File: config.mk
export PLATFORM = sky130hd
export DESIGN_NAME = illm_row_serializer_flat
export DESIGN_NICKNAME = d
export VERILOG_FILES = /design/src/rtl/illm_row_serializer_if.sv /design/src/rtl/illm_row_serializer.sv /design/src/flat_wrapper.sv
export SDC_FILE = /design/constraint.sdc
export NUM_CORES = 1
export LEC_CHECK = 0
export CORE_ASPECT_RATIO = 0.75
export CORE_MARGIN = 4
export CORE_UTILIZATION = 25
export CTS_CLUSTER_SIZE = 8
export DETAILED_ROUTE_END_ITERATION = 6
export GPL_TIMING_DRIVEN = 0
export PLACE_DENSITY_LB_ADDON = 0.12
export SLEW_MARGIN = 20
export SYNTH_ARGS = -nofsm -noshare
export SYNTH_HDL_FRONTEND = slang
export SYNTH_SLANG_ARGS = --single-unit
File: constraint.sdc
create_clock -name clock -period 4.01 [get_ports clock]
set_clock_uncertainty 0.2 [all_clocks]
set_input_delay 0.401 -clock clock [delete_from_list [all_inputs] [get_ports clock]]
set_output_delay 0.401 -clock clock [all_outputs]
set_load 0.01 [all_outputs]
File: src/rtl/illm_row_serializer_if.sv
// Handshake bundle between the 8-lane IDCT row stage and the serial output stage.
// The master side drives the eight input lanes and accepts the serial stream;
// the slave side is the row serializer itself.
interface illm_row_serializer_if #(
    parameter int W = 16
);
    logic [W-1:0] i0_d, i1_d, i2_d, i3_d, i4_d, i5_d, i6_d, i7_d;
    logic         i0_e, i1_e, i2_e, i3_e, i4_e, i5_e, i6_e, i7_e;
    logic         i0_v, i1_v, i2_v, i3_v, i4_v, i5_v, i6_v, i7_v;
    logic         i0_b, i1_b, i2_b, i3_b, i4_b, i5_b, i6_b, i7_b;
    logic [W-1:0] o_d;
    logic         o_e;
    logic         o_v;
    logic         o_b;

    modport master (
        output i0_d, i1_d, i2_d, i3_d, i4_d, i5_d, i6_d, i7_d,
        output i0_e, i1_e, i2_e, i3_e, i4_e, i5_e, i6_e, i7_e,
        output i0_v, i1_v, i2_v, i3_v, i4_v, i5_v, i6_v, i7_v,
        input  i0_b, i1_b, i2_b, i3_b, i4_b, i5_b, i6_b, i7_b,
        input  o_d, o_e, o_v,
        output o_b
    );

    modport slave (
        input  i0_d, i1_d, i2_d, i3_d, i4_d, i5_d, i6_d, i7_d,
        input  i0_e, i1_e, i2_e, i3_e, i4_e, i5_e, i6_e, i7_e,
        input  i0_v, i1_v, i2_v, i3_v, i4_v, i5_v, i6_v, i7_v,
        output i0_b, i1_b, i2_b, i3_b, i4_b, i5_b, i6_b, i7_b,
        output o_d, o_e, o_v,
        input  o_b
    );
endinterface

File: src/rtl/illm_row_serializer.sv
// Row serializer: captures one complete 8-element IDCT row atomically from the
// eight input lanes and replays it element by element on a single stream.
// An all-lane end-of-stream token becomes one serial EOS token; a row whose
// lanes disagree about EOS is a protocol error that locks the input until reset.
module illm_row_serializer #(
    parameter int W     = 16,
    parameter int CNT_W = 16
) (
    input  logic                 clock,
    input  logic                 reset,
    illm_row_serializer_if.slave bus,
    output logic [CNT_W-1:0]     rows,
    output logic                 err
);

    typedef enum logic [1:0] {
        IDLE,
        SEND,
        EOSO
    } state_t;

    state_t       state_q;
    state_t       state_d;
    logic [2:0]   idx_q;
    logic [W-1:0] row_buf [8];

    logic [W-1:0] lane_d [8];
    logic [7:0]   lane_v;
    logic [7:0]   lane_e;

    logic all_v;
    logic all_d;
    logic all_e;
    logic mixed;
    logic can_take;
    logic acc;

    logic load_row;
    logic idx_inc;
    logic row_done;
    logic set_err;

    assign lane_d[0] = bus.i0_d;
    assign lane_d[1] = bus.i1_d;
    assign lane_d[2] = bus.i2_d;
    assign lane_d[3] = bus.i3_d;
    assign lane_d[4] = bus.i4_d;
    assign lane_d[5] = bus.i5_d;
    assign lane_d[6] = bus.i6_d;
    assign lane_d[7] = bus.i7_d;

    assign lane_v = {bus.i7_v, bus.i6_v, bus.i5_v, bus.i4_v,
                     bus.i3_v, bus.i2_v, bus.i1_v, bus.i0_v};
    assign lane_e = {bus.i7_e, bus.i6_e, bus.i5_e, bus.i4_e,
                     bus.i3_e, bus.i2_e, bus.i1_e, bus.i0_e};

    // A row is only ever taken as a whole: all lanes valid and all agreeing on EOS.
    // Acceptance is possible from IDLE, or on the very cycle the last element of
    // the current row leaves, so consecutive rows stream without a bubble.
    // Holding reset low forces backpressure even though the FSM already sits in IDLE.
    assign all_v    = &lane_v;
    assign all_d    = all_v && (lane_e == 8'h00);
    assign all_e    = all_v && (lane_e == 8'hFF);
    assign mixed    = all_v && !all_d && !all_e;
    assign can_take = (state_q == IDLE) ||
                      ((state_q == SEND) && (idx_q == 3'd7) && !bus.o_b);
    assign acc      = reset && can_take && (all_d || all_e) && !err;

    assign bus.i0_b = !acc;
    assign bus.i1_b = !acc;
    assign bus.i2_b = !acc;
    assign bus.i3_b = !acc;
    assign bus.i4_b = !acc;
    assign bus.i5_b = !acc;
    assign bus.i6_b = !acc;
    assign bus.i7_b = !acc;

    assign bus.o_v = (state_q != IDLE);
    assign bus.o_e = (state_q == EOSO);
    assign bus.o_d = (state_q == SEND) ? row_buf[idx_q] : '0;

    // State register.
    always_ff @(posedge clock or negedge reset) begin
        if (!reset) begin
            state_q <= IDLE;
        end else begin
            state_q <= state_d;
        end
    end

    // Next-state decode plus the strobes that steer the row buffer, index, counter and error flag.
    always_comb begin
        state_d  = state_q;
        load_row = 1'b0;
        idx_inc  = 1'b0;
        row_done = 1'b0;
        set_err  = 1'b0;
        case (state_q)
            IDLE: begin
                if (acc && all_d) begin
                    state_d  = SEND;
                    load_row = 1'b1;
                end else if (acc && all_e) begin
                    state_d = EOSO;
                end else if (mixed) begin
                    set_err = 1'b1;
                end
            end
            SEND: begin
                if (!bus.o_b) begin
                    if (idx_q != 3'd7) begin
                        idx_inc = 1'b1;
                    end else begin
                        row_done = 1'b1;
                        if (acc && all_d) begin
                            load_row = 1'b1;
                        end else if (acc && all_e) begin
                            state_d = EOSO;
                        end else begin
                            state_d = IDLE;
                            if (mixed) begin
                                set_err = 1'b1;
                            end
                        end
                    end
                end
            end
            EOSO: begin
                if (!bus.o_b) begin
                    state_d = IDLE;
                end
            end
            default: begin
                state_d = IDLE;
            end
        endcase
    end

    // Row buffer, element index, completed-row counter and the sticky error flag.
    always_ff @(posedge clock or negedge reset) begin
        if (!reset) begin
            idx_q <= 3'd0;
            rows  <= '0;
            err   <= 1'b0;
            for (int k = 0; k < 8; k++) begin
                row_buf[k] <= '0;
            end
        end else begin
            if (load_row) begin
                for (int k = 0; k < 8; k++) begin
                    row_buf[k] <= lane_d[k];
                end
            end
            if (load_row || row_done) begin
                idx_q <= 3'd0;
            end else if (idx_inc) begin
                idx_q <= idx_q + 3'd1;
            end
            if (row_done) begin
                rows <= rows + 1'b1;
            end
            if (set_err) begin
                err <= 1'b1;
            end
        end
    end

endmodule
File: src/flat_wrapper.sv
// flat-port wrapper written by rule: the top's interface ports become plain ports
module illm_row_serializer_flat 
#(
    parameter int W     = 16,
    parameter int CNT_W = 16
)
  (clock, reset, rows, err, bus_i0_d, bus_i1_d, bus_i2_d, bus_i3_d, bus_i4_d, bus_i5_d, bus_i6_d, bus_i7_d, bus_i0_e, bus_i1_e, bus_i2_e, bus_i3_e, bus_i4_e, bus_i5_e, bus_i6_e, bus_i7_e, bus_i0_v, bus_i1_v, bus_i2_v, bus_i3_v, bus_i4_v, bus_i5_v, bus_i6_v, bus_i7_v, bus_i0_b, bus_i1_b, bus_i2_b, bus_i3_b, bus_i4_b, bus_i5_b, bus_i6_b, bus_i7_b, bus_o_d, bus_o_e, bus_o_v, bus_o_b);
  illm_row_serializer_if #(.W(W)) bus_i ();
  input  logic clock;
  input  logic reset;
  output logic [CNT_W-1:0] rows;
  output logic err;
  input wire logic [$bits(bus_i.i0_d)-1:0] bus_i0_d;
  input wire logic [$bits(bus_i.i1_d)-1:0] bus_i1_d;
  input wire logic [$bits(bus_i.i2_d)-1:0] bus_i2_d;
  input wire logic [$bits(bus_i.i3_d)-1:0] bus_i3_d;
  input wire logic [$bits(bus_i.i4_d)-1:0] bus_i4_d;
  input wire logic [$bits(bus_i.i5_d)-1:0] bus_i5_d;
  input wire logic [$bits(bus_i.i6_d)-1:0] bus_i6_d;
  input wire logic [$bits(bus_i.i7_d)-1:0] bus_i7_d;
  input wire logic [$bits(bus_i.i0_e)-1:0] bus_i0_e;
  input wire logic [$bits(bus_i.i1_e)-1:0] bus_i1_e;
  input wire logic [$bits(bus_i.i2_e)-1:0] bus_i2_e;
  input wire logic [$bits(bus_i.i3_e)-1:0] bus_i3_e;
  input wire logic [$bits(bus_i.i4_e)-1:0] bus_i4_e;
  input wire logic [$bits(bus_i.i5_e)-1:0] bus_i5_e;
  input wire logic [$bits(bus_i.i6_e)-1:0] bus_i6_e;
  input wire logic [$bits(bus_i.i7_e)-1:0] bus_i7_e;
  input wire logic [$bits(bus_i.i0_v)-1:0] bus_i0_v;
  input wire logic [$bits(bus_i.i1_v)-1:0] bus_i1_v;
  input wire logic [$bits(bus_i.i2_v)-1:0] bus_i2_v;
  input wire logic [$bits(bus_i.i3_v)-1:0] bus_i3_v;
  input wire logic [$bits(bus_i.i4_v)-1:0] bus_i4_v;
  input wire logic [$bits(bus_i.i5_v)-1:0] bus_i5_v;
  input wire logic [$bits(bus_i.i6_v)-1:0] bus_i6_v;
  input wire logic [$bits(bus_i.i7_v)-1:0] bus_i7_v;
  output wire logic [$bits(bus_i.i0_b)-1:0] bus_i0_b;
  output wire logic [$bits(bus_i.i1_b)-1:0] bus_i1_b;
  output wire logic [$bits(bus_i.i2_b)-1:0] bus_i2_b;
  output wire logic [$bits(bus_i.i3_b)-1:0] bus_i3_b;
  output wire logic [$bits(bus_i.i4_b)-1:0] bus_i4_b;
  output wire logic [$bits(bus_i.i5_b)-1:0] bus_i5_b;
  output wire logic [$bits(bus_i.i6_b)-1:0] bus_i6_b;
  output wire logic [$bits(bus_i.i7_b)-1:0] bus_i7_b;
  output wire logic [$bits(bus_i.o_d)-1:0] bus_o_d;
  output wire logic [$bits(bus_i.o_e)-1:0] bus_o_e;
  output wire logic [$bits(bus_i.o_v)-1:0] bus_o_v;
  input wire logic [$bits(bus_i.o_b)-1:0] bus_o_b;
  assign bus_i.i0_d = bus_i0_d;
  assign bus_i.i1_d = bus_i1_d;
  assign bus_i.i2_d = bus_i2_d;
  assign bus_i.i3_d = bus_i3_d;
  assign bus_i.i4_d = bus_i4_d;
  assign bus_i.i5_d = bus_i5_d;
  assign bus_i.i6_d = bus_i6_d;
  assign bus_i.i7_d = bus_i7_d;
  assign bus_i.i0_e = bus_i0_e;
  assign bus_i.i1_e = bus_i1_e;
  assign bus_i.i2_e = bus_i2_e;
  assign bus_i.i3_e = bus_i3_e;
  assign bus_i.i4_e = bus_i4_e;
  assign bus_i.i5_e = bus_i5_e;
  assign bus_i.i6_e = bus_i6_e;
  assign bus_i.i7_e = bus_i7_e;
  assign bus_i.i0_v = bus_i0_v;
  assign bus_i.i1_v = bus_i1_v;
  assign bus_i.i2_v = bus_i2_v;
  assign bus_i.i3_v = bus_i3_v;
  assign bus_i.i4_v = bus_i4_v;
  assign bus_i.i5_v = bus_i5_v;
  assign bus_i.i6_v = bus_i6_v;
  assign bus_i.i7_v = bus_i7_v;
  assign bus_i0_b = bus_i.i0_b;
  assign bus_i1_b = bus_i.i1_b;
  assign bus_i2_b = bus_i.i2_b;
  assign bus_i3_b = bus_i.i3_b;
  assign bus_i4_b = bus_i.i4_b;
  assign bus_i5_b = bus_i.i5_b;
  assign bus_i6_b = bus_i.i6_b;
  assign bus_i7_b = bus_i.i7_b;
  assign bus_o_d = bus_i.o_d;
  assign bus_o_e = bus_i.o_e;
  assign bus_o_v = bus_i.o_v;
  assign bus_i.o_b = bus_o_b;
  illm_row_serializer #(.W(W), .CNT_W(CNT_W)) u_core (.clock(clock), .reset(reset), .bus(bus_i), .rows(rows), .err(err));
endmodule
* Yosys cells after proc, flatten, opt, wreduce, memory -nomap -nowiden
Cells that the tools add are included.
** Storage, ports and cells
- Logic and storage cells :: 81
- Output and inout bits :: 43
- Input port bits :: 147
- Register bits after elaboration :: 150
** Cells by class
- Mux-type cells :: 30
- Add/subtract/negate cells :: 2
- Order comparisons :: 1
- Equal/unequal tests :: 10
- Bitwise operators :: 1
- Reductions and logical operators :: 25
** Operator list (number)
- 16-bit binary-select mux with 3-bit select :: 1
- 16-bit 2-to-1 mux :: 3
- 16-bit by 1-bit adder with 16-bit output, second input constant :: 1
- 1-bit 2-to-1 mux :: 14
- 2-bit 2-to-1 mux :: 7
- 1-bit logical AND :: 11
- 8-bit equality test, second input constant :: 1
- 8-bit zero test :: 1
- 2-bit != test, second input constant :: 4
- 8-bit AND reduction :: 1
- 3-bit 2-to-1 mux :: 2
- 3-bit != test, second input constant :: 2
- 2-bit one-hot mux with 3 select lines :: 1
- 1-bit zero test :: 5
- 5-bit AND reduction :: 1
- 4-bit greater-or-equal comparator, second input constant :: 1
- 3-bit inverter with 4-bit output :: 1
- 1-bit one-hot mux with 2 select lines :: 2
- 2-bit nonzero test :: 2
- 3-bit by 1-bit adder with 3-bit output, second input constant :: 1
- 3-bit equality test, second input constant :: 1
- 1-bit logical OR :: 3
- 2-bit by 1-bit equality test with 1-bit output, second input constant :: 1
- 2-bit equality test, second input constant :: 1
- 2-bit zero test :: 1

* Longest topological paths before layout
- Word-level depth :: 14
- Mapped depth :: 10
- Mapped depth without buffers :: 6

* Worst setup path after synthesis
OpenSTA, ideal clock, no wires.
- Kind :: register -> output
- From :: register u_core.idx_q[0]
- To :: output bus_i1_b
- Stages on the path, launching flop included :: 11
- Data arrival time :: 2293 ps
- Buffers on the path :: 4
- Setup slack :: 1116 ps
- Data required time :: 3409 ps
- Cell sequence :: dfrtp_1 ha_1 ha_1 nand2b_1 a2111oi_4 and2b_1 buf_4 buf_12 buf_6 a21oi_1 buf_4
** On the way
- Longest elaborated chain between the ends :: 8
** Ends and longest elaborated chain
- start, declared :: line illm_row_serializer.sv:24 : logic [2:0] idx_q;
- start signal, assigned :: line illm_row_serializer.sv:157 : idx_q <= idx_q + 3'd1;
- 3-bit equality test :: line illm_row_serializer.sv:66 : ((state_q == SEND) && (idx_q == 3'd7) && !bus.o_b);
- 1-bit logical AND (2 in a row) :: line illm_row_serializer.sv:66
- 1-bit logical OR :: line illm_row_serializer.sv:65 : assign can_take = (state_q == IDLE) ||
- 1-bit logical AND (3 in a row) :: line illm_row_serializer.sv:67 : assign acc = reset && can_take && (all_d || all_e) && !err;
- 1-bit zero test
- end, declared :: line flat_wrapper.sv:38 : output wire logic [$bits(bus_i.i1_b)-1:0] bus_i1_b;
No other way between the ends.

* Final worst setup path
- From :: register u_core.idx_q[0]
- To :: output bus_i5_b
** On the way
- Longest elaborated chain between the ends :: 8
** Ends and longest elaborated chain
- 3-bit equality test :: line illm_row_serializer.sv:66
- 1-bit logical AND (2 in a row) :: line illm_row_serializer.sv:66
- 1-bit logical OR :: line illm_row_serializer.sv:65
- 1-bit logical AND (3 in a row) :: line illm_row_serializer.sv:67
- 1-bit zero test :: line illm_row_serializer.sv:74 : assign bus.i5_b = !acc;
- end, declared :: line flat_wrapper.sv:42 : output wire logic [$bits(bus_i.i5_b)-1:0] bus_i5_b;
No other way between the ends.

==> impl_metrics.env <==
export IMPL_tritoncts="done"
export IMPL_synth_most_common_cell="dfrtp_1"
export IMPL_reg2reg_to="u_core.row_buf[27]$_DFFE_PN0P_"
export IMPL_syn_num_nets=608
export IMPL_maxSlewHeadroom_pct=34.3
export IMPL_cts_root_buf="clkbuf_16"
export IMPL_port_buffers=189
export IMPL_synth_top_cells_by_count="dfrtp_1 (150), mux2_1 (76), mux2_2 (53)"
export IMPL_wl_mm=21.4
export IMPL_rows=52
export IMPL_total_power_mw=3.59
export IMPL_synth_ff_type="dfrtp_1"
export IMPL_final_util_pct=37.5
export IMPL_place_hpwl_mm=16.0
export IMPL_crit_required_ns=3.41
export IMPL_cp_start_kind="flop"
export IMPL_path_buf_inv=5
export IMPL_critPathKind="flop to primary output"
export IMPL_cts_sinks=150
export IMPL_grt_pass1_vias=5345
export IMPL_timing_hold_ws_ns=0.274
export IMPL_worst_r2r_setup_slack_ns=1.35
export IMPL_ir_worst_vdd_mv=0.277
export IMPL_critPathCaptureType="primary output"
export IMPL_fmax_mhz=264
export IMPL_fillCellCount=2587
export IMPL_final_area_um2=10200
export IMPL_drt_pre_antenna_iters=4
export IMPL_async_flop_share_pct=100
export IMPL_setup_viol=0
export IMPL_r2r_start="u_core.idx_q[0]$_DFFE_PN0P_"
export IMPL_cts_made_buffers=17
export IMPL_grt_use_total_pct=14.1
export IMPL_seq_area_frac_synth_pct=53.9
export IMPL_grt_max_degree=83
export IMPL_antenna_found_initial=2
export IMPL_nets=826
export IMPL_yosys_area_top_type="dfrtp_1"
export IMPL_yosys_warnings=0
export IMPL_diodes=0
export IMPL_htreeDepth=4
export IMPL_rsz0062_at_grt="false"
export IMPL_cap_violations=0
export IMPL_drv_slew=0
export IMPL_final_hold_viol_count=0
export IMPL_die_area_um2=30600
export IMPL_num_vias=4654
export IMPL_cp_data_arrival_time_ns=3.18
export IMPL_worstPathMaxFanout=10
export IMPL_crit_slowest_cell="clkdlybuf4s50_1"
export IMPL_synthCells=458
export IMPL_grt_ovfl_total=0
export IMPL_clk_pin_slew_ns=0.06
export IMPL_placed_cell_area_um2=9330
export IMPL_gp_congestion=0.778
export IMPL_pre_cts_slack_ns=-0.352
export IMPL_setup_worst_path_end="bus_i5_b"
export IMPL_grt_pass1_wl_mm=32.5
export IMPL_ios=190
export IMPL_start_util_pct=25.6
export IMPL_p_per_area_nw_per_um2=352
export IMPL_worstSetupPathDepth=11
export IMPL_period_share_pct=94.4
export IMPL_ys_ff_latch=150
export IMPL_synth_edf_count=0
export IMPL_ant_nets=0
export IMPL_setup_worst_path_start="u_core.idx_q[0]$_DFFE_PN0P_"
export IMPL_cpLargestDelayFamily="buffers and inverters"
export IMPL_crit_chain="ha_1 > ha_1 > nand2b_1 > a2111oi_4 > and2b_1 > buf_4 > buf_12 > buf_6 > a21oi_4 > buf_4 > clkdlybuf4s50_1"
export IMPL_via_per_inst=4.48
export IMPL_yosysTopAreaCellShare_pct=53.9
export IMPL_dr_first_iter_drc_count=101
export IMPL_synth_distinct_cells=34
export IMPL_clockBufferDepth=2
export IMPL_die_h_um=153
export IMPL_synth_avg_cell_area_um2=15.2
export IMPL_synth_area_um2=6970
export IMPL_wl_per_cell_um=20.6
export IMPL_synth_area_top_cells="dfrtp_1 (54%), mux2_1 (12%), mux4_2 (10%)"
export IMPL_die_w_um=201
export IMPL_worst_pin_slew_ns=0.985
export IMPL_core_area_um2=27200
export IMPL_syn2layout_area_growth_pct=46.2
export IMPL_cellLeakagePower_nw=4.55
export IMPL_reg2reg_depth=9
export IMPL_hp_class="flop to flop"
export IMPL_min_period_ns=3.78
export IMPL_status="finished clean"
export IMPL_drive_gt1_share_pct=21.9
export IMPL_clkLatencyLatePin_ns=0.42
export IMPL_fin_ws_ns=0.226
export IMPL_drc=0
export IMPL_critical_path_max_stage_delay_ns=0.53
==> layout by cell type, fill, tap and decap left out, drive strengths merged, types with 4 or more instances in the layout <==
master | Yosys | final
clkdlybuf4s50 | 0 | 188
dfrtp | 150 | 150
mux2 | 129 | 129
buf | 26 | 33
mux4 | 32 | 32
clkbuf | 10 | 31
nor2 | 26 | 26
mux2i | 17 | 17
xnor2 | 11 | 11
nand4 | 10 | 10
nand2 | 9 | 9
bufinv | 0 | 6
o21ai | 4 | 4
xor2 | 4 | 4
==> flip-flops by register name, indices dropped and copies added (netlist names) <==
name,flops
u_core.row_buf,128
u_core.idx_q,3
u_core.rows,16
u_core.err,1
u_core.state_q,2
==> cell type report <==
class	count	area (µm²)	area share, %
buffer	36	287	2.81
clock buffer	21	460	4.52
clock inverter	11	220	2.16
inverter	1	3.75	0.0369
multi-input combinational	271	2930	28.8
sequential	150	3750	36.9
tap	351	439	4.31
timing repair buffer	199	2090	20.5
==> how the worst min path moves through the flow <==
| stage | startpoint | end | slack, ns | cells past startpoint |
|---|---|---|---|---|
| floorplan | reset | u_core.err$_DFFE_PN0P_ | -0.09 | 0 |
| global placement | u_core.rows[15]$_DFFE_PN0P_ | u_core.rows[15]$_DFFE_PN0P_ | 0.26 | 1 |
| detailed placement | reset | u_core.row_buf[78]$_DFFE_PN0P_ | 0.24 | 1 |
| CTS | u_core.rows[15]$_DFFE_PN0P_ | u_core.rows[15]$_DFFE_PN0P_ | 0.28 | 1 |
| global route | u_core.row_buf[34]$_DFFE_PN0P_ | u_core.row_buf[34]$_DFFE_PN0P_ | 0.30 | 1 |
| finish | u_core.rows[15]$_DFFE_PN0P_ | u_core.rows[15]$_DFFE_PN0P_ | 0.27 | 1 |
==> per-layer routing <==
layer,GRT usage [%],vias up,part of all wire [%]
met2,22.2,118,47
met4,2.95,4,0.73
met3,4.64,15,5.9
met5,0,-,0.16
li1,-,2113,-
met1,19.3,2404,46
==> power by group <==
group | switching, mW | internal (mW) | leakage [nW] | total, mW
logic | 0.0676 | 0.149 | 2.14 | 0.217
registers | 0.00115 | 1.52 | 2.10 | 1.52
clock network | 0.652 | 1.20 | 0.320 | 1.86
==> cells by family after synthesis <==
family	Yosys count	synth area share (%)
xor gates and xnor gates	15	1.89
buffers and inverters	37	4.17
AOI/OAI and AO/OA	10	1.15
muxes	178	33.6
and+or+nand+nor	65	4.72
DFF	150	53.9
adders and majority gates	3	0.539
==> repair_timing <==
item / CTS / global route
setup endpoints to repair: 8 / 7
hold endpoints to repair: 82 / 0
buffers inserted: 0 / 2
pin swaps: 0 / 1
cloned: 1 / 0
hold buffers: 6 / 0
resized for setup: 3 / 1
==> worst reg2reg max path, cell delays in order (launching register included) <==
cell,delay [ns]
dfrtp_1,0.35
ha_1,0.16
ha_1,0.23
nand2b_1,0.19
a2111oi_4,0.39
and2b_1,0.19
buf_4,0.15
buf_12,0.16
buf_8,0.19
mux2_1,0.35
==> metrics by stage <==
| stage | cells | TNS (ns) |
|---|---|---|
| after floorplan | 458 | 0 |
| after global placement | 998 | -1233.44 |
| after detailed placement | 999 | -2.64 |
| after CTS | 1038 | 0 |
| after global routing | 1040 | 0 |
| final | 1040 | 0 |
Note: power is estimated with default switching activity, not from simulation.
